--- config.mk ---
export PLATFORM = sky130hd
export DESIGN_NAME = spi_aes_slave_if
export DESIGN_NICKNAME = d
export VERILOG_FILES = /design/src/rtl/spi_aes_slave_if.sv
export SDC_FILE = /design/constraint.sdc
export NUM_CORES = 2
export LEC_CHECK = 0
export BUFFER_PORTS_ARGS = -buffer_cell sky130_fd_sc_hd__buf_2
export CORE_AREA = 10 10 264 266
export CTS_BUF_LIST = sky130_fd_sc_hd__clkbuf_8 sky130_fd_sc_hd__clkbuf_16
export DETAILED_ROUTE_END_ITERATION = 10
export DIE_AREA = 0 0 274 276
export MAX_ROUTING_LAYER = met4
export PLACE_DENSITY = 0.79
export SYNTH_ARGS = -nofsm -noshare
export SYNTH_HDL_FRONTEND = slang
export SYNTH_SLANG_ARGS = --single-unit
--- constraint.sdc ---
create_clock -name clk -period 46.4 [get_ports clk]
set_input_delay 11.6 -clock clk [delete_from_list [all_inputs] [get_ports clk]]
set_output_delay 11.6 -clock clk [all_outputs]
set_load 0.02 [all_outputs]
--- src/rtl/spi_aes_slave_if.sv ---
// rtl/spi_aes_slave_if.sv - serial slave front-end that frames msg+key for an AES core and streams the result back
module spi_aes_slave_if #(
    parameter int nk = 8,
    parameter int nb = 4,
    parameter int nr = 14
) (
    input  logic                 clk,
    input  logic                 rst,
    input  logic                 cs,
    input  logic                 Mosi,
    input  logic                 in_valid,
    output logic                 Miso,
    output logic                 out_valid,
    output logic [32*nb-1:0]     core_msg,
    output logic [32*nk-1:0]     core_key,
    output logic                 core_start,
    input  logic [32*nb-1:0]     core_result,
    input  logic                 core_done,
    output logic                 busy
);

    localparam int KEY_W = 32 * nk;
    localparam int BLK_W = 32 * nb;
    localparam int FRAME = BLK_W + KEY_W;
    localparam int CNT_W = 9;

    // AES needs at least nk+6 rounds; catch a mismatched core configuration at elaboration.
    if (nr < nk + 6) begin : g_bad_rounds
        $error("spi_aes_slave_if: nr too small for nk");
    end

    typedef enum logic [2:0] {
        S_IDLE,
        S_RX,
        S_START,
        S_WAIT,
        S_TX
    } state_t;

    state_t             state;
    logic [CNT_W-1:0]   count;
    logic [FRAME-2:0]   rx_shift;
    logic [BLK_W-1:0]   tx_shift;
    logic [FRAME-1:0]   rx_next;
    logic               accept;

    // The incoming bit joins the LSB; the full frame is visible on rx_next at the last bit.
    assign rx_next = {rx_shift, Mosi};
    assign accept  = cs & in_valid;
    assign busy    = (state != S_IDLE);

    // Frame receive, core handshake and result serialisation.
    always_ff @(posedge clk or posedge rst) begin
        if (rst) begin
            state      <= S_IDLE;
            count      <= '0;
            rx_shift   <= '0;
            tx_shift   <= '0;
            Miso       <= 1'b0;
            out_valid  <= 1'b0;
            core_start <= 1'b0;
            core_msg   <= '0;
            core_key   <= '0;
        end else begin
            case (state)
                S_IDLE: begin
                    if (accept) begin
                        rx_shift <= rx_next[FRAME-2:0];
                        count    <= CNT_W'(1);
                        state    <= S_RX;
                    end
                end
                S_RX: begin
                    if (!cs) begin
                        count <= '0;
                        state <= S_IDLE;
                    end else if (in_valid) begin
                        rx_shift <= rx_next[FRAME-2:0];
                        if (count == CNT_W'(FRAME - 1)) begin
                            core_msg   <= rx_next[FRAME-1 -: BLK_W];
                            core_key   <= rx_next[KEY_W-1:0];
                            core_start <= 1'b1;
                            count      <= '0;
                            state      <= S_START;
                        end else begin
                            count <= count + CNT_W'(1);
                        end
                    end
                end
                S_START: begin
                    core_start <= 1'b0;
                    state      <= S_WAIT;
                end
                S_WAIT: begin
                    // The MSB goes straight onto Miso so the first bit appears the cycle after core_done.
                    if (core_done) begin
                        Miso      <= core_result[BLK_W-1];
                        tx_shift  <= {core_result[BLK_W-2:0], 1'b0};
                        out_valid <= 1'b1;
                        count     <= CNT_W'(1);
                        state     <= S_TX;
                    end
                end
                S_TX: begin
                    if (count == CNT_W'(BLK_W)) begin
                        Miso      <= 1'b0;
                        out_valid <= 1'b0;
                        count     <= '0;
                        state     <= S_IDLE;
                    end else begin
                        Miso     <= tx_shift[BLK_W-1];
                        tx_shift <= {tx_shift[BLK_W-2:0], 1'b0};
                        count    <= count + CNT_W'(1);
                    end
                end
                default: begin
                    state <= S_IDLE;
                end
            endcase
        end
    end

endmodule

==> qor.txt <==
Final Hold Vio Count: 0
Clock Pin Slew Worst Setup and Hold Paths: 60 ps
Arrival time worst endpoint: 15,470 ps
Run status: complete, no violations
MaxCap Viol Count: 0
Final wirelength: 81,530 µm
CP Buf/Inv Count: 4
Die width: 274 µm
Max-slew violation count: 0
1st-iter DRT viols: 2,038
Number of global-route vias before repair: 23,830
Final setup fails: 0
Largest family of logic cells by synthesized area: multiplexers
Met1 WL: 33,370 µm
Post-layout util: 64.47%
Storage element area: 22,750 µm²
CTS tree: built
Area Growth Syn to Fin: 17.63%
Post-synth top area share: 64.73%
Syn Inst Count: 3,082
Startpoint Class: input port
CTS Sinks: 909
CTS max path bufs: 3
Placer Congestion: 0.8143
Distinct cells, synth: 40
Crit-path cells: buf_2 > and3_1 > and3_4 > buf_4 > buf_4 > buf_4 > nand2_1 > nand2_1
Slew @ Worst Pin: 1164 ps
Synth Area in Simple Gates: 14.37%
EDFF count, synth: 0
Crit path required time: 46,970 ps
Dominant cell type by area after synthesis: dfrtp_1
Die H: 276 µm
Initial antenna violation count: 9
Num CTS Buffers: 91
ANT nets after route: 0
DP Area: 38,210 µm²
Critical setup path kind: in -> reg
Met2 WL: 41,870 µm
Core ar.: 64,120 µm²
CTS Root Cell: clkbuf_16
Fill cells: 4,757
Max FO, Critical Path: 98
Initial Utilization: 54.81%
Final non-filler cell area: 41,330 µm²
Worst R2R Setup Slack: 41,780 ps
Sequential share of the synthesized area: 64.73%
Met3 Wirelength: 4167 µm
Final worst-path cycle share: 32.12%
Vias: 23,320
Total power: 1825 µW
Min Tclk post-route: 14,900 ps
NumNets Final: 3,677
First-pass GRT wire length: 130,300 µm
Syn Nets: 3,218
H-Tree Level Count: 3
Via/cell ratio: 5.209
DRT Pass-1 Iters: 5
Cell area after synthesis: 35,140 µm²
Number of port buffers: 521
Num ports: 522
CP Capture Type: flop
Lkg Pwr: 0.02309 µW
Synth warnings: 0
Area of the multi-input gates: 11,550 µm²
Wire per inst: 18.21 µm
Share of post-route cells with drive strength above 1: 29.86%
Peak Freq: 67.10 MHz
Post-Synth Adder-Cell Area: 0.07121%
Detailed placer's ending HPWL: 52,650 µm
Die area: 75,620 µm²
# DRC: 0
Postcts setup bufs: 0
Share of synthesized flip-flops with an asynchronous set or reset: 100.0%
XOR/XNOR share of the synthesized area: 0.02493%
Crit-path max cell delay: 920 ps
Peak VDD IR: 37.93 µV
Ranking of synthesized cells by area: dfrtp_1, nand2_1, mux2_2
Critical-path top delay cell: buf_4
Clock Latency Late Sink: 630 ps
Top cell by count, worst path: buf_4
Rel. slew slack: 22.37%
Top routing layer in use: met4
Top FF cell, synth: dfrtp_1
Clock Skew: 23.38 ps
Post-cts resize count: 0
Crit-path leading delay family: buffers and inverters
Syn Area/Cell: 11.40 µm²
All-Layer GR Usage: 21.78%
Type of the tightest min-delay check: reg -> reg
Std cell rows: 93
Cell Pwr Density: 44.16 nW/µm²
Hold_buf cts: 0
RSZ-0062 raised after global routing: no
#FFs+latches synth: 909
Grt ovf: 0
Setup TNS: 0 ps
Synth Area in Compound Gates: 2.400%
Largest net degree at the start of global routing: 228
Mux contribution to synthesized area: 15.89%
==> Yosys cell counts (all sizes together), types with 2 or more instances <==
| library cell | n |
|---|---|
| mux2 | 383 |
| ha | 2 |
| a32o | 2 |
| a21boi | 2 |
| nor3 | 3 |
| a22o | 4 |
| inv | 4 |
| o21ai | 133 |
| nand2 | 1286 |
| buf | 135 |
| a31oi | 2 |
| a21o | 2 |
| nor2 | 12 |
| mux2i | 127 |
| nor2b | 2 |
| dfrtp | 909 |
| nand3 | 9 |
| o311ai | 2 |
| and3 | 6 |
| clkbuf | 40 |
| a21oi | 5 |
==> worst paths after layout <==
| check | from | end | cells past startpoint |
|---|---|---|---|
| min | core_msg[63] | core_msg[63] | 2 |
| min in group asynchronous | rst | tx_shift[9] | 2 |
| max | cs | core_key[217] | 8 |
| max in group asynchronous | rst | core_key[55] | 5 |
| max reg2reg | count[0] | core_key[217] | 9 |
| min reg2reg | core_msg[63] | core_msg[63] | 2 |
==> kinds of logic (layout without fill, tap and decap cells) <==
group | Yosys count | after routing
compound gates | 155 | 155
xor+xnor | 1 | 1
fa+ha+maj | 2 | 2
buf+inv | 179 | 710
flops | 909 | 909
mux | 510 | 510
other cells | 0 | 9
simple gates | 1326 | 1326
==> cell type report <==
| class | count | area share [%] |
|---|---|---|
| multi-input combinational | 1994 | 27.94 |
| sequential | 909 | 55.03 |
| antenna | 9 | 0.05449 |
| inverter | 4 | 0.05449 |
| clock buffer | 122 | 6.596 |
| timing repair buffer | 541 | 6.823 |
| clock inverter | 43 | 0.9112 |
| tap | 855 | 2.588 |
==> flip-flops by register name (all words and copies together) (netlist names) <==
| register | count |
|---|---|
| core_msg | 128 |
| rx_shift | 383 |
| Miso | 1 |
| state | 3 |
| out_valid | 1 |
| core_start | 1 |
| count | 9 |
| core_key | 256 |
| tx_shift | 127 |
==> per-layer routing <==
layer,up-vias,global-route usage (%)
li1,10930,-
met1,11740,26.48
met2,518,36.16
met3,129,3.933
met4,0,7.658
met5,-,-
==> through the flow <==
step / setup slack [ps] / hold WS (ps) / instances
3_3_place_gp: 31000 / 444.7 / 4303
5_1_grt: 31240 / 477.0 / 4477
4_1_cts: 31560 / 463.6 / 4468
6_report: 31500 / 460.8 / 4477
3_5_place_dp: 30930 / 450.0 / 4303
2_1_floorplan: 9244 / 441.9 / 3082
==> placed cells by master, fill, tap and decap left out, drive strengths merged, types with 2 or more instances in the layout <==
cell / count
a21boi: 2
a21o: 2
a21oi: 5
a22o: 4
a31oi: 2
a32o: 2
and3: 6
buf: 541
bufinv: 4
clkbuf: 122
clkinv: 16
dfrtp: 909
diode: 9
ha: 2
inv: 27
mux2: 383
mux2i: 127
nand2: 1286
nand3: 9
nor2: 12
nor2b: 2
nor3: 3
o21ai: 133
o311ai: 2
==> worst reg2reg max path, delay by kind of cell, from the launching register on <==
kind                       cells  cell delay, ps
adders and majority gates      1             220
buffers and inverters          3            2520
DFF                            1             410
and+or+nand+nor                5            1430
==> where the power goes <==
group          total (µW)  internal (µW)  switching, µW
combinational         196           78.8            117
sequential            887            852           35.2
clock                 742            435            307
No activity file was read; power rests on OpenSTA's default activity.
